===== config.mk =====
export PLATFORM = sky130hd
export DESIGN_NAME = keypad_scan_ctrl_flat
export DESIGN_NICKNAME = d
export VERILOG_FILES = /design/src/rtl/keypad_pkg.sv /design/src/rtl/keypad_scan_ctrl_if.sv /design/src/rtl/col_sync.sv /design/src/rtl/keypad_scan_ctrl.sv /design/src/flat_wrapper.sv
export SDC_FILE = /design/constraint.sdc
export NUM_CORES = 1
export LEC_CHECK = 0
export ABC_AREA = 0
export BUFFER_PORTS_ARGS = -buffer_cell sky130_fd_sc_hd__buf_2
export CORE_MARGIN = 2
export CORE_UTILIZATION = 38
export CTS_CLUSTER_SIZE = 8
export DETAILED_ROUTE_END_ITERATION = 8
export GPL_TIMING_DRIVEN = 1
export SYNTH_ARGS = -nofsm -noshare
export SYNTH_HDL_FRONTEND = slang
export SYNTH_SLANG_ARGS = --single-unit
export TNS_END_PERCENT = 5

===== constraint.sdc =====
create_clock -name clk -period 2.1 [get_ports clk]
set_input_delay 0.315 -clock clk [delete_from_list [all_inputs] [get_ports clk]]
set_output_delay 0.315 -clock clk [all_outputs]
set_load 0.05 [all_outputs]

===== src/rtl/keypad_pkg.sv =====
// Shared types and index helpers for the 4x4 keypad scan controller.
package keypad_pkg;

  localparam int KEY_W = 4;

  typedef enum logic [1:0] {
    KS_SCAN,
    KS_DEBOUNCE,
    KS_HELD,
    KS_RELEASE
  } kscan_state_t;

  function automatic logic [1:0] onehot_to_idx(input logic [3:0] onehot);
    logic [1:0] idx;
    idx = 2'd0;
    for (int i = 0; i < 4; i++) begin
      if (onehot[i]) idx = 2'(i);
    end
    return idx;
  endfunction

  // Walks downward so the lowest set bit is the last one written.
  function automatic logic [1:0] lowest_set_idx(input logic [3:0] vec);
    logic [1:0] idx;
    idx = 2'd0;
    for (int i = 3; i >= 0; i--) begin
      if (vec[i]) idx = 2'(i);
    end
    return idx;
  endfunction

endpackage


===== src/rtl/keypad_scan_ctrl_if.sv =====
// Keypad pin / row-stepper / decoder signal bundle seen by the scan controller.
interface keypad_scan_ctrl_if;

  logic [3:0]                   row_in;
  logic [3:0]                   cols;
  logic                         row_en;
  logic                         row_hold;
  logic [keypad_pkg::KEY_W-1:0] key_code;
  logic                         key_valid;

  modport master (
    input  row_in, cols,
    output row_en, row_hold, key_code, key_valid
  );

  modport slave (
    output row_in, cols,
    input  row_en, row_hold, key_code, key_valid
  );

endinterface


===== src/rtl/col_sync.sv =====
// Two-flop synchronizer for the four keypad column lines.
module col_sync (
  input  logic       clk,
  input  logic       reset,
  input  logic [3:0] d_i,
  output logic [3:0] q_o
);

  logic [3:0] meta_q;
  logic [3:0] sync_q;

  always_ff @(posedge clk) begin
    if (reset) begin
      meta_q <= '0;
      sync_q <= '0;
    end else begin
      meta_q <= d_i;
      sync_q <= meta_q;
    end
  end

  assign q_o = sync_q;

endmodule


===== src/rtl/keypad_scan_ctrl.sv =====
// Keypad scan sequencer: paces the row stepper, debounces press/release, emits key codes.
// Define KEYPAD_SYNC_EN to pass the column lines through a two-flop synchronizer.
module keypad_scan_ctrl
  import keypad_pkg::*;
#(
  parameter int SCAN_DIV        = 4,
  parameter int DEBOUNCE_CYCLES = 8
) (
  input logic                clk,
  input logic                reset,
  keypad_scan_ctrl_if.master kp_if
);

  localparam int DIV_W = (SCAN_DIV > 1) ? $clog2(SCAN_DIV) : 1;
  localparam int DB_W  = $clog2(DEBOUNCE_CYCLES);
  localparam logic [DIV_W-1:0] DIV_LAST = DIV_W'(SCAN_DIV - 1);
  localparam logic [DB_W-1:0]  DB_LAST  = DB_W'(DEBOUNCE_CYCLES - 1);
  localparam logic [DB_W-1:0]  DB_PRE   = DB_W'(DEBOUNCE_CYCLES - 2);

  kscan_state_t     state_q, state_d;
  logic [DIV_W-1:0] div_q, div_d;
  logic [DB_W-1:0]  db_q, db_d;
  logic [1:0]       row_idx_q, row_idx_d;
  logic [1:0]       col_idx_q, col_idx_d;
  logic             row_en_q, row_en_d;
  logic             row_hold_q, row_hold_d;
  logic [KEY_W-1:0] key_code_q, key_code_d;
  logic             key_valid_q, key_valid_d;

  logic [3:0] cols_s;
  logic       col_hit;
  logic       row_onehot;

`ifdef KEYPAD_SYNC_EN
  col_sync u_col_sync (
    .clk   (clk),
    .reset (reset),
    .d_i   (kp_if.cols),
    .q_o   (cols_s)
  );
`else
  assign cols_s = kp_if.cols;
`endif

  assign col_hit    = cols_s[col_idx_q];
  assign row_onehot = (kp_if.row_in != 4'd0) &&
                      ((kp_if.row_in & (kp_if.row_in - 4'd1)) == 4'd0);

  // The decision sample counts as the first debounce sample, hence the PRE compare.
  always_comb begin
    state_d     = state_q;
    div_d       = div_q;
    db_d        = db_q;
    row_idx_d   = row_idx_q;
    col_idx_d   = col_idx_q;
    row_en_d    = 1'b0;
    key_code_d  = key_code_q;
    key_valid_d = 1'b0;

    unique case (state_q)
      KS_SCAN: begin
        if (div_q == DIV_LAST) begin
          div_d = '0;
          if ((cols_s != 4'd0) && row_onehot) begin
            state_d   = KS_DEBOUNCE;
            db_d      = '0;
            row_idx_d = onehot_to_idx(kp_if.row_in);
            col_idx_d = lowest_set_idx(cols_s);
          end else begin
            row_en_d = 1'b1;
          end
        end else begin
          div_d = div_q + 1'b1;
        end
      end
      KS_DEBOUNCE: begin
        if (!col_hit) begin
          state_d = KS_SCAN;
          div_d   = '0;
        end else begin
          if (db_q != DB_LAST) db_d = db_q + 1'b1;
          if (db_q == DB_PRE) begin
            state_d     = KS_HELD;
            key_valid_d = 1'b1;
            key_code_d  = {row_idx_q, col_idx_q};
          end
        end
      end
      KS_HELD: begin
        if (!col_hit) begin
          state_d = KS_RELEASE;
          db_d    = '0;
        end
      end
      KS_RELEASE: begin
        if (col_hit) begin
          state_d = KS_HELD;
        end else begin
          if (db_q != DB_LAST) db_d = db_q + 1'b1;
          if (db_q == DB_PRE) begin
            state_d = KS_SCAN;
            div_d   = '0;
          end
        end
      end
      default: state_d = KS_SCAN;
    endcase

    row_hold_d = (state_d != KS_SCAN);
  end

  always_ff @(posedge clk) begin
    if (reset) begin
      state_q     <= KS_SCAN;
      div_q       <= '0;
      db_q        <= '0;
      row_idx_q   <= '0;
      col_idx_q   <= '0;
      row_en_q    <= 1'b0;
      row_hold_q  <= 1'b0;
      key_code_q  <= '0;
      key_valid_q <= 1'b0;
    end else begin
      state_q     <= state_d;
      div_q       <= div_d;
      db_q        <= db_d;
      row_idx_q   <= row_idx_d;
      col_idx_q   <= col_idx_d;
      row_en_q    <= row_en_d;
      row_hold_q  <= row_hold_d;
      key_code_q  <= key_code_d;
      key_valid_q <= key_valid_d;
    end
  end

  assign kp_if.row_en    = row_en_q;
  assign kp_if.row_hold  = row_hold_q;
  assign kp_if.key_code  = key_code_q;
  assign kp_if.key_valid = key_valid_q;

endmodule


===== src/flat_wrapper.sv =====
// flat-port wrapper written by rule: the top's interface ports become plain ports
module keypad_scan_ctrl_flat import keypad_pkg::*;
#(
  parameter int SCAN_DIV        = 4,
  parameter int DEBOUNCE_CYCLES = 8
)
  (clk, reset, kp_if_row_in, kp_if_cols, kp_if_row_en, kp_if_row_hold, kp_if_key_code, kp_if_key_valid);
  keypad_scan_ctrl_if kp_if_i ();
  input logic clk;
  input logic reset;
  input wire logic [$bits(kp_if_i.row_in)-1:0] kp_if_row_in;
  input wire logic [$bits(kp_if_i.cols)-1:0] kp_if_cols;
  output wire logic [$bits(kp_if_i.row_en)-1:0] kp_if_row_en;
  output wire logic [$bits(kp_if_i.row_hold)-1:0] kp_if_row_hold;
  output wire logic [$bits(kp_if_i.key_code)-1:0] kp_if_key_code;
  output wire logic [$bits(kp_if_i.key_valid)-1:0] kp_if_key_valid;
  assign kp_if_i.row_in = kp_if_row_in;
  assign kp_if_i.cols = kp_if_cols;
  assign kp_if_row_en = kp_if_i.row_en;
  assign kp_if_row_hold = kp_if_i.row_hold;
  assign kp_if_key_code = kp_if_i.key_code;
  assign kp_if_key_valid = kp_if_i.key_valid;
  keypad_scan_ctrl #(.SCAN_DIV(SCAN_DIV), .DEBOUNCE_CYCLES(DEBOUNCE_CYCLES)) u_core (.clk(clk), .reset(reset), .kp_if(kp_if_i));
endmodule

==> Word-level counts from Yosys, hierarchy flattened <==
Index checks and enable logic that the tools add are counted.
{ "totals": {"in_bits": 10, "word_cells": 76, "register_bits": 18, "out_inout_bits": 7} }
{ "op_classes": {"n_addsub": 3, "reduce_logical": 14, "n_eq_ne": 13, "bitwise_logic": 5, "order_cmp": 1, "mux": 31} }
{ "ops": {"columns": ["op", "count"], "rows": [
  ["$mux 2", 17],
  ["$mux 3", 6],
  ["$pmux 3 s4", 1],
  ["$ne 2x1->1 const B", 4],
  ["$pmux 2 s4", 1],
  ["$reduce_bool 4->1", 2],
  ["$eq 2x2->1 const B", 3],
  ["$ne 2x2->1 const B", 3],
  ["$pmux 2 s3", 1],
  ["$reduce_and 3->1", 2],
  ["$reduce_or 3->1", 2],
  ["$reduce_and 5->1", 1],
  ["$and 4x4->4", 1],
  ["$logic_not 4->1", 1],
  ["$mux 1", 4],
  ["$not 1->1", 4],
  ["$reduce_and 4->1", 1],
  ["$sub 4x1->4 const B", 1],
  ["$add 3x1->3 const B", 1],
  ["$eq 3x3->1 const B", 1],
  ["$lt 2x3->1 const B", 1],
  ["$ne 3x3->1 const B", 1],
  ["$reduce_bool 3->1", 1],
  ["$add 2x1->2 const B", 1],
  ["other kinds (5)", 6]
]} }

==> Depth between registers and ports, before layout <==
Gate-level depths: netlist of run 1.
{ "logic_depth": {"ltp_word": 9, "depth_mapped": 7, "depth_no_buf": 7} }

==> Worst setup path after synthesis of run 1 <==
OpenSTA, ideal clock, no wires.
{ "synth_timing": {"kind": "reg-to-reg", "start": "register u_core.col_idx_q[1]", "end": "register u_core.db_q[2]", "path_buffers": 0, "synth_period_minus_slack_ps": 1666, "setup_time_ps": 71, "arrival_time_ps": 1595, "t_required_ps": 2029, "path_stages_with_launch": 5, "path_slack_ps": 434, "path_cell_list": "dfxtp_1 mux4_2 a22o_1 or3_1 a21oi_1"} }
{ "synth_between": {"elab_chain_len": 4, "elab_cells_between_ends": 6, "cone_classes": "eq/ne: 3; mux: 2; reduce/logical: 1"} }
{ "synth_rtl": {"columns": ["item", "line", "rtl"], "rows": [
  ["from (decl)", "keypad_scan_ctrl.sv:24", "logic [1:0] col_idx_q, col_idx_d;"],
  ["from (signal assigned)", "keypad_scan_ctrl.sv:128", "col_idx_q <= col_idx_d;"],
  ["$bmux 1 s2 *", "keypad_scan_ctrl.sv:45", "assign col_hit = cols_s[col_idx_q];"],
  ["$mux 1 (implied by the code) *", "keypad_scan_ctrl.sv:45", null],
  ["$ne 2x2->1 (no source line) / $ne 2x1->1 (equally long branches)", null, null],
  ["$reduce_and 5->1 (no source line) *", null, null],
  ["to (signal assigned)", "keypad_scan_ctrl.sv:116", "db_q <= '0;"],
  ["to (signal assigned)", "keypad_scan_ctrl.sv:126", "db_q <= db_d;"],
  ["to (decl)", "keypad_scan_ctrl.sv:22", "logic [DB_W-1:0] db_q, db_d;"]
]} }
Every way passes the cells marked *; elsewhere a longest branch is shown, timed or not. The select of a mux whose other input is x is not followed.
A chain may end at the register's enable or synchronous reset.

==> Worst setup path after layout of run 1 <==
Ends and elaborated chain as after synthesis.

==> run metrics, run 1 <==
status=completed; clk_skew=around 0.0022 ns; CTS resizes=0; initial antenna violation count=0; sw frac=roughly a quarter; I/O Buffers=16; Clock Pin Slew Worst Setup and Hold Paths=about 0.1 ns; Syn Area/Cell=around 9 sq um; Cell Area, Placed=approximately 960 sq um; Post-synth EDFFs=0; Yosys cell types=27; Nets=129; Crit path required time=approximately 2.3 ns; Fin. Hold Viols=0; PwrDens=644 mW/mm^2; vias per inst=between 5 and 6; initial detailed-routing violation count=7; Die W=between 50 and 60 um; area delta synth->final=17.2%; global-route wire length before repair=between 2 and 3 mm; sequential share of the synthesized area=approximately 42%; Tmin final=about 1.8 ns; Tcrit/Tclk final=a little under nine tenths; largest area contributor in the netlist=dfxtp_1; post-route cell area=about 1000 sq um; Commonest cells post-synth=nor2_1, dfxtp_1, inv_1; Max-Cap Viols=0; drt wl/cell=around 11 um; Worst Setup End Kind=register; Synth Flop Type=dfxtp_1; Max-slew headroom=between 60% and 70%; Post-Syn Instances=96; # rows=17; Cell Int Power=486 uW; share of cells above drive strength 1=20.2%; combinational share of power=11.3%; Flop pwr share=~56%; HPWL after detailed placement=approximately 1.2 mm; # Post-CTS Setup Buffers=0; Mapped Nets=110; Die Ht=roughly 50 um; hold path depth=4; Post-CTS Hold Fix Bufs=0; slowest cell on the critical path=mux4_2; most frequent cell after synthesis=nor2_1; Root Buffer=clkbuf_4; slowest cell delay on critical path=0.58 ns; R2R depth=4; final hold slack=roughly 0.38 ns; CP Launch Type=register; crit path cell chain=mux4_2, a22o_1, or3_1, a21oi_1; Total Routing Usage GR=around 15%; Synth Warn #=0; Finished Core Util=between 40% and 50%; via count=719; DRT Pass-1 Iters=4; fmax=roughly 0.56 GHz; H-tree depth=1; non-filler instance count after layout=roughly 140; placed cells=~140; Clock Power Share=about 33%; Seq cells post-synth=18; total wire length=~1.6 mm; DRC Markers=0; die area=around 0.0026 sq mm; Final ANT Viol Nets=0; Switch Pwr=155 uW; top area cells in the synthesized netlist=dfxtp_1, nor2_1, mux2i_1; vias in the first global route=690; Clk Latency, worst-skew pair=between 0.2 and 0.3 ns; Final GP Congestion=0.774; Worst EP arrival=roughly 2.0 ns; asr flop ratio synth=0%; clock sink count=18; GRT overflow=0; setup TNS=0 ns; Slew Limit Fails=0; setup violators final=0; CTS tree=done; I/O Pins=17; cell area after synthesis=between 800 and 900 sq um; core footprint=~0.0022 sq mm; cts bufs inserted=3; ant diodes=0; starting density of the core=39.2%; VDD IR-drop max=between 0.0003 and 0.0004 V; share of the synthesized area in the top cell type=roughly 42%; worst min path class=input port to register; crit path kind=register to register; largest net degree at the start of global routing=20; Leakage=approximately 0.00044 uW; Worst Path Max Fanout=6; RSZ-0062 raised after global routing=false; Clock Tree Buf Depth=2; Worst Max-Slew Pin Slew=around 0.58 ns
[critical path: cells and delay by family (launching register included)]
family | cells | cell delay (ns)
mux | 1 | 0.58
compound gates | 2 | 0.45
flops | 1 | 0.39
simple gates | 1 | 0.31
[cell families (layout without fill, tap and decap cells)]
| logic type | after synthesis | in the layout | share of synthesized area, % |
|---|---|---|---|
| buffers and inverters | 10 | 28 | 4.56 |
| adder cells (fa/ha/maj) | 4 | 4 | 5.89 |
| AND/OR/NAND/NOR | 36 | 36 | 20.9 |
| AO/OA/AOI/OAI | 20 | 20 | 15.5 |
| XOR/XNOR | 1 | 1 | 1.03 |
| multiplexers | 7 | 7 | 9.72 |
| flip-flops | 18 | 18 | 42.4 |
[power by group through the flow]
stage | logic (uW) | registers, uW | clock network, uW
after global placement | 69.9 | 365 | 0
after global routing | 82.0 | 359 | 237
final | 72.4 | 357 | 212
after CTS | 73.1 | 357 | 220
after floorplan | 45.7 | 367 | 0
after detailed placement | 71.9 | 365 | 0
[final timing paths]
kind | start | to | slack [ns]
hold / removal | kp_if_cols[1] | u_core.col_idx_q[1] | 0.38
setup reg to reg | u_core.col_idx_q[1] | u_core.db_q[2] | 0.30
hold reg to reg | u_core.kp_if.key_code[3] | u_core.kp_if.key_code[3] | 0.50
setup / recovery | u_core.col_idx_q[1] | u_core.db_q[2] | 0.30
[flip-flops by register name (all words and copies together), names as in the netlist]
register / flops
u_core.div_q: 2
u_core.kp_if.row_hold: 1
u_core.state_q: 2
u_core.kp_if.key_valid: 1
u_core.db_q: 3
u_core.col_idx_q: 2
u_core.kp_if.key_code: 4
u_core.kp_if.row_en: 1
u_core.row_idx_q: 2
[placed cells by master (no fill, tap or decap)]
master    instances
dfxtp_1          18
buf_4             1
nor2_1           20
mux2i_1           6
o41a_1            1
clkbuf_8          1
nor4_1            2
nor2b_1           1
a22o_1            1
a211oi_1          4
a22oi_1           1
xor2_1            1
nand2_1           4
inv_1             7
ha_1              4
nor3_1            3
nor3b_1           1
o41ai_1           1
or3_1             3
buf_2            16
a21oi_1           6
nand4_1           1
mux4_2            1
a21boi_0          1
nor4_4            1
o21bai_1          1
clkbuf_4          3
o21ai_0           4
[metrics by stage]
step | total power (uW) | worst slack, ns
3_3_place_gp | 434 | 0.316
4_1_cts | 650 | 0.283
6_report | 641 | 0.302
3_5_place_dp | 437 | 0.308
2_1_floorplan | 413 | 0.434
5_1_grt | 677 | 0.197
[per-layer routing]
metal | global-route usage [%] | wire [um]
met1 | 18.4 | 788
met4 | 3.95 | 11
met3 | 5.26 | 67
met2 | 24.5 | 754
met5 | 0 | 0
[area by class of cell]
type                       count  area, sq um
fill                         222         1170
multi-input combinational     68          450
sequential                    18          360
timing repair buffer          17         87.6
clock buffer                   4         36.3
tap                           28         35.0
inverter                       7         26.3
Power figures use the tool's default switching activity.
==> run 2: changes to the inputs <==
Settings changed: PLACE_DENSITY_LB_ADDON from default to 0.1, SYNTH_HIERARCHICAL from default to 1.
Clock period 2.1 ns to 1.5 ns, I/O delays scaled along.
==> run 2 against run 1 <==
Count of clock-buffer cells in the layout unchanged. Critical path depth rose by 1. Final cell count increased by 18%. Critical path type unchanged. The flow now finishes with violations (negative setup slack). Flip-flop and latch count did not move. Register-to-register slack got worse by 0.43 ns.
==> run metrics, run 2 <==
Worst Max-Slew Pin Slew=about 0.41 ns; Nets=~150; most frequent cells in the layout=buf_4, buf_2, dfxtp_1; I/O Pins=17; Worst EP arrival=about 1.8 ns; Worst Path Max Fanout=6; setup TNS=-0.887 ns; initial detailed-routing violation count=10; setup violators final=9; CTS tree=done; Pwr Total=between 900 and 1000 uW; clock sink count=18; Clock Pin Slew Worst Setup and Hold Paths=around 0.11 ns; Worst Setup End Kind=register; CP Launch Type=register; Mapped Nets=approximately 120; reg-to-reg endpoint=u_core/kp_if.key_code[1]; starting density of the core=approximately two fifths; Slew Limit Fails=0; Worst R2R Setup Slack=-0.13 ns; via count=between 800 and 900; R2R depth=5; HPWL after detailed placement=1.49 mm; vias in the first global route=807; sequential share of the synthesized area=approximately two fifths; Fin. Hold Viols=0; Crit path required time=approximately 1.7 ns; # Post-CTS Setup Buffers=0; # rows=17; Clock Tree Buf Depth=2; Fill cells=between 200 and 250; post-layout worst setup margin=-0.130 ns; clk_skew=0.00942 ns; Leakage=0.000587 uW; max reg flops=4; crit path cell chain=mux4_2, nand4_1, or2_4, mux2i_1, nor2_1; fmax=0.613 GHz; Die W=between 50 and 60 um; Commonest cells post-synth=dfxtp_1, nor2_1, nand2_1; DRT Pass-1 Iters=3; drt wl/cell=between 10 and 15 um; die area=roughly 0.0027 sq mm; share of the synthesized area in the top cell type=around two fifths; share of cells above drive strength 1=between 40 and 50%; DRC Markers=0; worst min path class=input port to register; crit path kind=register to register; slowest cell delay on critical path=about 0.59 ns; GRT overflow=0; slowest cell on the critical path=mux4_2; area delta synth->final=37.3%; Hold EP=u_core/col_idx_q[1]; RSZ-0062 raised after global routing=true; Synth Flop Type=dfxtp_1; Final ANT Viol Nets=0; Yosys cell types=31; Clk Latency, worst-skew pair=0.29 ns; failing checks=negative setup slack; Max-Cap Viols=0; H-tree depth=1; Die Ht=~52 um; cts bufs inserted=3; post-route cell area=0.00121 sq mm; RR Startpoint=u_core/col_idx_q[1]; Post-Syn Instances=approximately 100; VDD IR-drop max=0.000491 V; I/O Buffers=16; most frequent cell after synthesis=dfxtp_1; Max-slew headroom=72.4%; cell area after synthesis=a little under 900 sq um; status=finished with violations; Post-synth EDFFs=0; non-filler instance count after layout=~170; Seq cells post-synth=18; Total Routing Usage GR=between 15 and 20%; global-route wire length before repair=between 3 and 4 mm; Cell Area, Placed=between 0.001 and 0.0015 sq mm; top area cells in the synthesized netlist=dfxtp_1, mux2i_1, nor2_1; Tmin final=around 1.6 ns; HP Start=kp_if_cols[1]; commonest non-fill, non-tap cell in the layout=buf_4; Synth Warn #=6; Tcrit/Tclk final=109%; placed cells=around 160; Post-CTS Hold Fix Bufs=0; largest area contributor in the netlist=dfxtp_1; hold path depth=4; Syn Area/Cell=8.67 sq um; ant diodes=0; largest net degree at the start of global routing=16; initial antenna violation count=0; total wire length=between 1.5 and 2 mm; worst slack, placed=-0.295 ns; asr flop ratio synth=0%; Final GP Congestion=between 0.7 and 0.8; vias per inst=just under 5; PwrDens=approximately 790 mW/mm^2; core footprint=about 0.0022 sq mm; Root Buffer=clkbuf_4
[run 2: timing repair]
action	4_1_cts	5_1_grt
resized for setup	8	1
pin swaps	1	1
endpoints found under the setup margin	11	13
[run 2: worst max-delay path, delay by kind of cell, from the launching register on]
family           cells  cell delay [ns]
flip-flops           1             0.36
multiplexers         2             0.78
AND/OR/NAND/NOR      3             0.38
[run 2: cell type report]
class / count / area, sq um / share of cell area, %
Inverter: 5 / 18.8 / 1.54
Clock buffer: 4 / 36.3 / 2.99
Tap cell: 28 / 35.0 / 2.88
Sequential cell: 18 / 364 / 30.0
Multi-Input combinational cell: 75 / 523 / 43.0
Timing Repair Buffer: 37 / 238 / 19.6
[run 2: per-stage QoR]
stage / util, % / hold WS, ns
detailed placement: 52.1 / 0.483
finish: 54.9 / 0.263
floorplan: - / 0.297
global route: 54.9 / 0.282
global placement: 52.1 / 0.469
CTS: 54.8 / 0.250
[run 2: how the worst max path moves through the flow]
stage,slack (ns),to,startpoint
floorplan,-0.07,u_core/kp_if.key_code[0],u_core/col_idx_q[1]
global placement,-0.26,u_core/row_idx_q[0],kp_if_row_in[3]
detailed placement,-0.29,u_core/row_idx_q[0],kp_if_row_in[2]
CTS,-0.13,u_core/kp_if.key_code[2],u_core/col_idx_q[1]
global route,-0.26,u_core/kp_if.key_code[2],u_core/col_idx_q[1]
finish,-0.13,u_core/kp_if.key_code[1],u_core/col_idx_q[1]
[run 2: cell families after synthesis]
family | Yosys count | synth area share, %
AND/OR/NAND/NOR | 43 | 23.8
AO/OA/AOI/OAI | 19 | 14.6
flip-flops | 18 | 40.7
buffers and inverters | 9 | 3.96
multiplexers | 7 | 9.34
adder cells (fa/ha/maj) | 4 | 5.66
XOR/XNOR | 2 | 1.98
[run 2: power by group]
part           total [uW]  switching [uW]  internal, uW
combinational         163            82.0          80.8
clock                 303             155           148
sequential            499            6.79           493
[run 2: metal layers]
layer / vias to the layer above / track usage [%] / share of wire [%]
met5: - / 0 / 0
met4: 0 / 7.69 / 0.87
met3: 2 / 2.57 / 2.8
met2: 9 / 30.6 / 50
met1: 373 / 18.5 / 46
li1: 440 / - / -
==> run 3: changes to the inputs <==
Settings changed: ABC_AREA 0 to 1, CORE_UTILIZATION 38 to 47, TNS_END_PERCENT 5 to 50.
==> run 3 against run 2 <==
The run now ends clean. Total power shrank 2.0%. Maximum frequency is 20% higher. Synthesized cell count grew 24%. Via count is 1.9% lower. Design area down 15%. Sequential power up 3%. Setup slack improved by 0.27 ns. Sequential share of layout area grew 5.0 points. Clock skew shrank 0.0079 ns. Flip-flop and latch count unchanged. Count of clock-buffer cells in the layout unchanged. Global-route usage grew 0.72 points. Critical path type unchanged. Critical endpoint is now u_core/kp_if.key_code[0]. Largest cell class unchanged. Highest routed layer unchanged.
==> run metrics, run 3 <==
cts bufs inserted=3; global-route wire length before repair=2.72 mm; HPWL after detailed placement=1.25 mm; initial antenna violation count=0; Die W=between 40 and 50 um; Post-Syn Instances=126; largest area contributor in the netlist=dfxtp_1; CTS tree=done; share of cells above drive strength 1=19.3%; placed cells=approximately 170; vias in the first global route=about 670; largest net degree at the start of global routing=13; clock sink count=18; Clk Latency, worst-skew pair=roughly 0.30 ns; via count=slightly above 800; Mapped Nets=140; starting density of the core=50.8%; most frequent cells in the layout=nand2_1, inv_1, dfxtp_1; DRT Pass-1 Iters=4; initial detailed-routing violation count=18; Nets=160; Worst EP arrival=1.55 ns; Cell Area, Placed=996 sq um; CP Launch Type=register; top area cells in the synthesized netlist=dfxtp_1, nand2_1, inv_1; I/O Pins=17; Tcrit/Tclk final=just over 90%; core footprint=0.00176 sq mm; Die Ht=between 40 and 50 um; max reg flops=4; I/O Buffers=16; H-tree depth=1; Syn Area/Cell=7.11 sq um; Post-synth EDFFs=0; Final ANT Viol Nets=0; cell family with the largest share of critical-path delay=flip-flops; post-layout worst setup margin=roughly 0.14 ns; vias per inst=about 4.8; sequential share of the synthesized area=between 40% and 50%; crit path kind=register to register; # rows=15; setup violators final=0; total wire length=1.61 mm; Fill cells=around 190; worst slack, placed=0.117 ns; most frequent cell after synthesis=nand2_1; Total Routing Usage GR=~17%; Max-slew headroom=79.4%; Commonest cells post-synth=nand2_1, inv_1, dfxtp_1; status=completed; die area=~0.0023 sq mm; post-route cell area=about 0.0010 sq mm; Final GP Congestion=roughly 0.8; GRT overflow=0; cell area after synthesis=approximately 900 sq um; non-filler instance count after layout=between 150 and 200; Synth Warn #=6; Seq cells post-synth=18; drt wl/cell=9.48 um; fmax=roughly 0.74 GHz; Max-Cap Viols=0; crit path cell chain=inv_1, nor2_1, nand4_1, o21ai_0, a21oi_1; Yosys cell types=17; clk_skew=approximately 0.0015 ns; Clock Pin Slew Worst Setup and Hold Paths=~0.10 ns; Worst Path Max Fanout=9; Tmin final=1.36 ns; slowest cell on the critical path=dfxtp_1; Crit path required time=roughly 1.7 ns; Synth Flop Type=dfxtp_1; RSZ-0062 raised after global routing=true; area delta synth->final=15.4%; Fin. Hold Viols=0; asr flop ratio synth=0%; slowest cell delay on critical path=0.44 ns; PwrDens=915 mW/mm^2; DRC Markers=0; commonest non-fill, non-tap cell in the layout=nand2_1; Slew Limit Fails=0; VDD IR-drop max=approximately 0.0005 V; worst min path class=input port to register; ant diodes=0; Root Buffer=clkbuf_4; Leakage=~0.00048 uW; Clock Tree Buf Depth=2; share of the synthesized area in the top cell type=about two fifths; Buf/Inv on CP=1; Worst Max-Slew Pin Slew=a little over 0.3 ns; Worst Setup End Kind=register
run 3: cell count changes in the layout (fill, tap and decap cells not counted), moves of 3 or more:
| cell | before | now |
|---|---|---|
| nand2_1 | 10 | 26 |
| inv_1 | 5 | 20 |
| mux2i_1 | 6 | 0 |
| buf_4 | 21 | 0 |
| a21oi_1 | 9 | 13 |
| o21ai_0 | 2 | 11 |
| nand3_1 | 2 | 5 |
| nor4_1 | 3 | 0 |
run 3: path summary, 6_finish.rpt:
| path | from | endpoint | slack, ns | cells past startpoint |
|---|---|---|---|---|
| max | u_core/state_q[0] | u_core/kp_if.key_code[0] | 0.14 | 5 |
| min | reset | u_core/div_q[1] | 0.17 | 2 |
| max reg2reg | u_core/state_q[0] | u_core/kp_if.key_code[0] | 0.14 | 5 |
| min reg2reg | u_core/kp_if.key_code[1] | u_core/kp_if.key_code[1] | 0.45 | 2 |
run 3: power breakdown:
part / leakage, uW / internal (uW) / switching [uW] / total [uW]
clock: 0.0000210 / 148 / 156 / 304
sequential: 0.000146 / 500 / 15.3 / 516
combinational: 0.000315 / 49.0 / 76.4 / 125
run 3: cell type report:
cell class	instances	area, sq um	share of cell area [%]
Multi-Input combinational cell	87	449	43.5
Sequential cell	18	362	35.0
Timing Repair Buffer	16	80.1	7.75
Inverter	20	75.1	7.26
Clock buffer	4	36.3	3.51
Tap cell	25	31.3	3.03
run 3: kinds of logic after synthesis:
logic type	after synthesis	synth area share, %
simple gates	58	30.4
flops	18	40.2
compound gates	25	14.1
buf+inv	21	9.64
fa+ha+maj	4	5.59
run 3: what timing repair did:
item	in CTS	in global routing
hold buffers	0	0
setup buffers	0	0
endpoints found under the setup margin	0	4
gates resized for setup	0	1
run 3: worst register-to-register path, stage by stage (launching register included):
cell     delay (ns)
dfxtp_1        0.44
inv_1          0.09
nor2_1         0.13
nand4_1        0.28
o21ai_0        0.25
a21oi_1        0.06
run 3: through the flow:
stage                     util, %  TNS [ns]  hold slack, ns  total power, uW
after floorplan                 -         0           0.294              617
after global placement       56.5         0           0.432              649
after detailed placement     56.5         0           0.436              652
after CTS                    58.5         0           0.156              962
after global routing         58.6  -0.00411           0.178             1000
final                        58.6         0           0.166              945
run 3: layer usage:
metal  global-route usage (%)  share of wire (%)  vias to the layer above
met5                        0                  0                        -
li1                         -                  -                      441
met1                     23.9                 50                      345
met4                     8.11                1.2                        0
met2                     25.1                 44                       20
met3                     4.53                4.7                        2
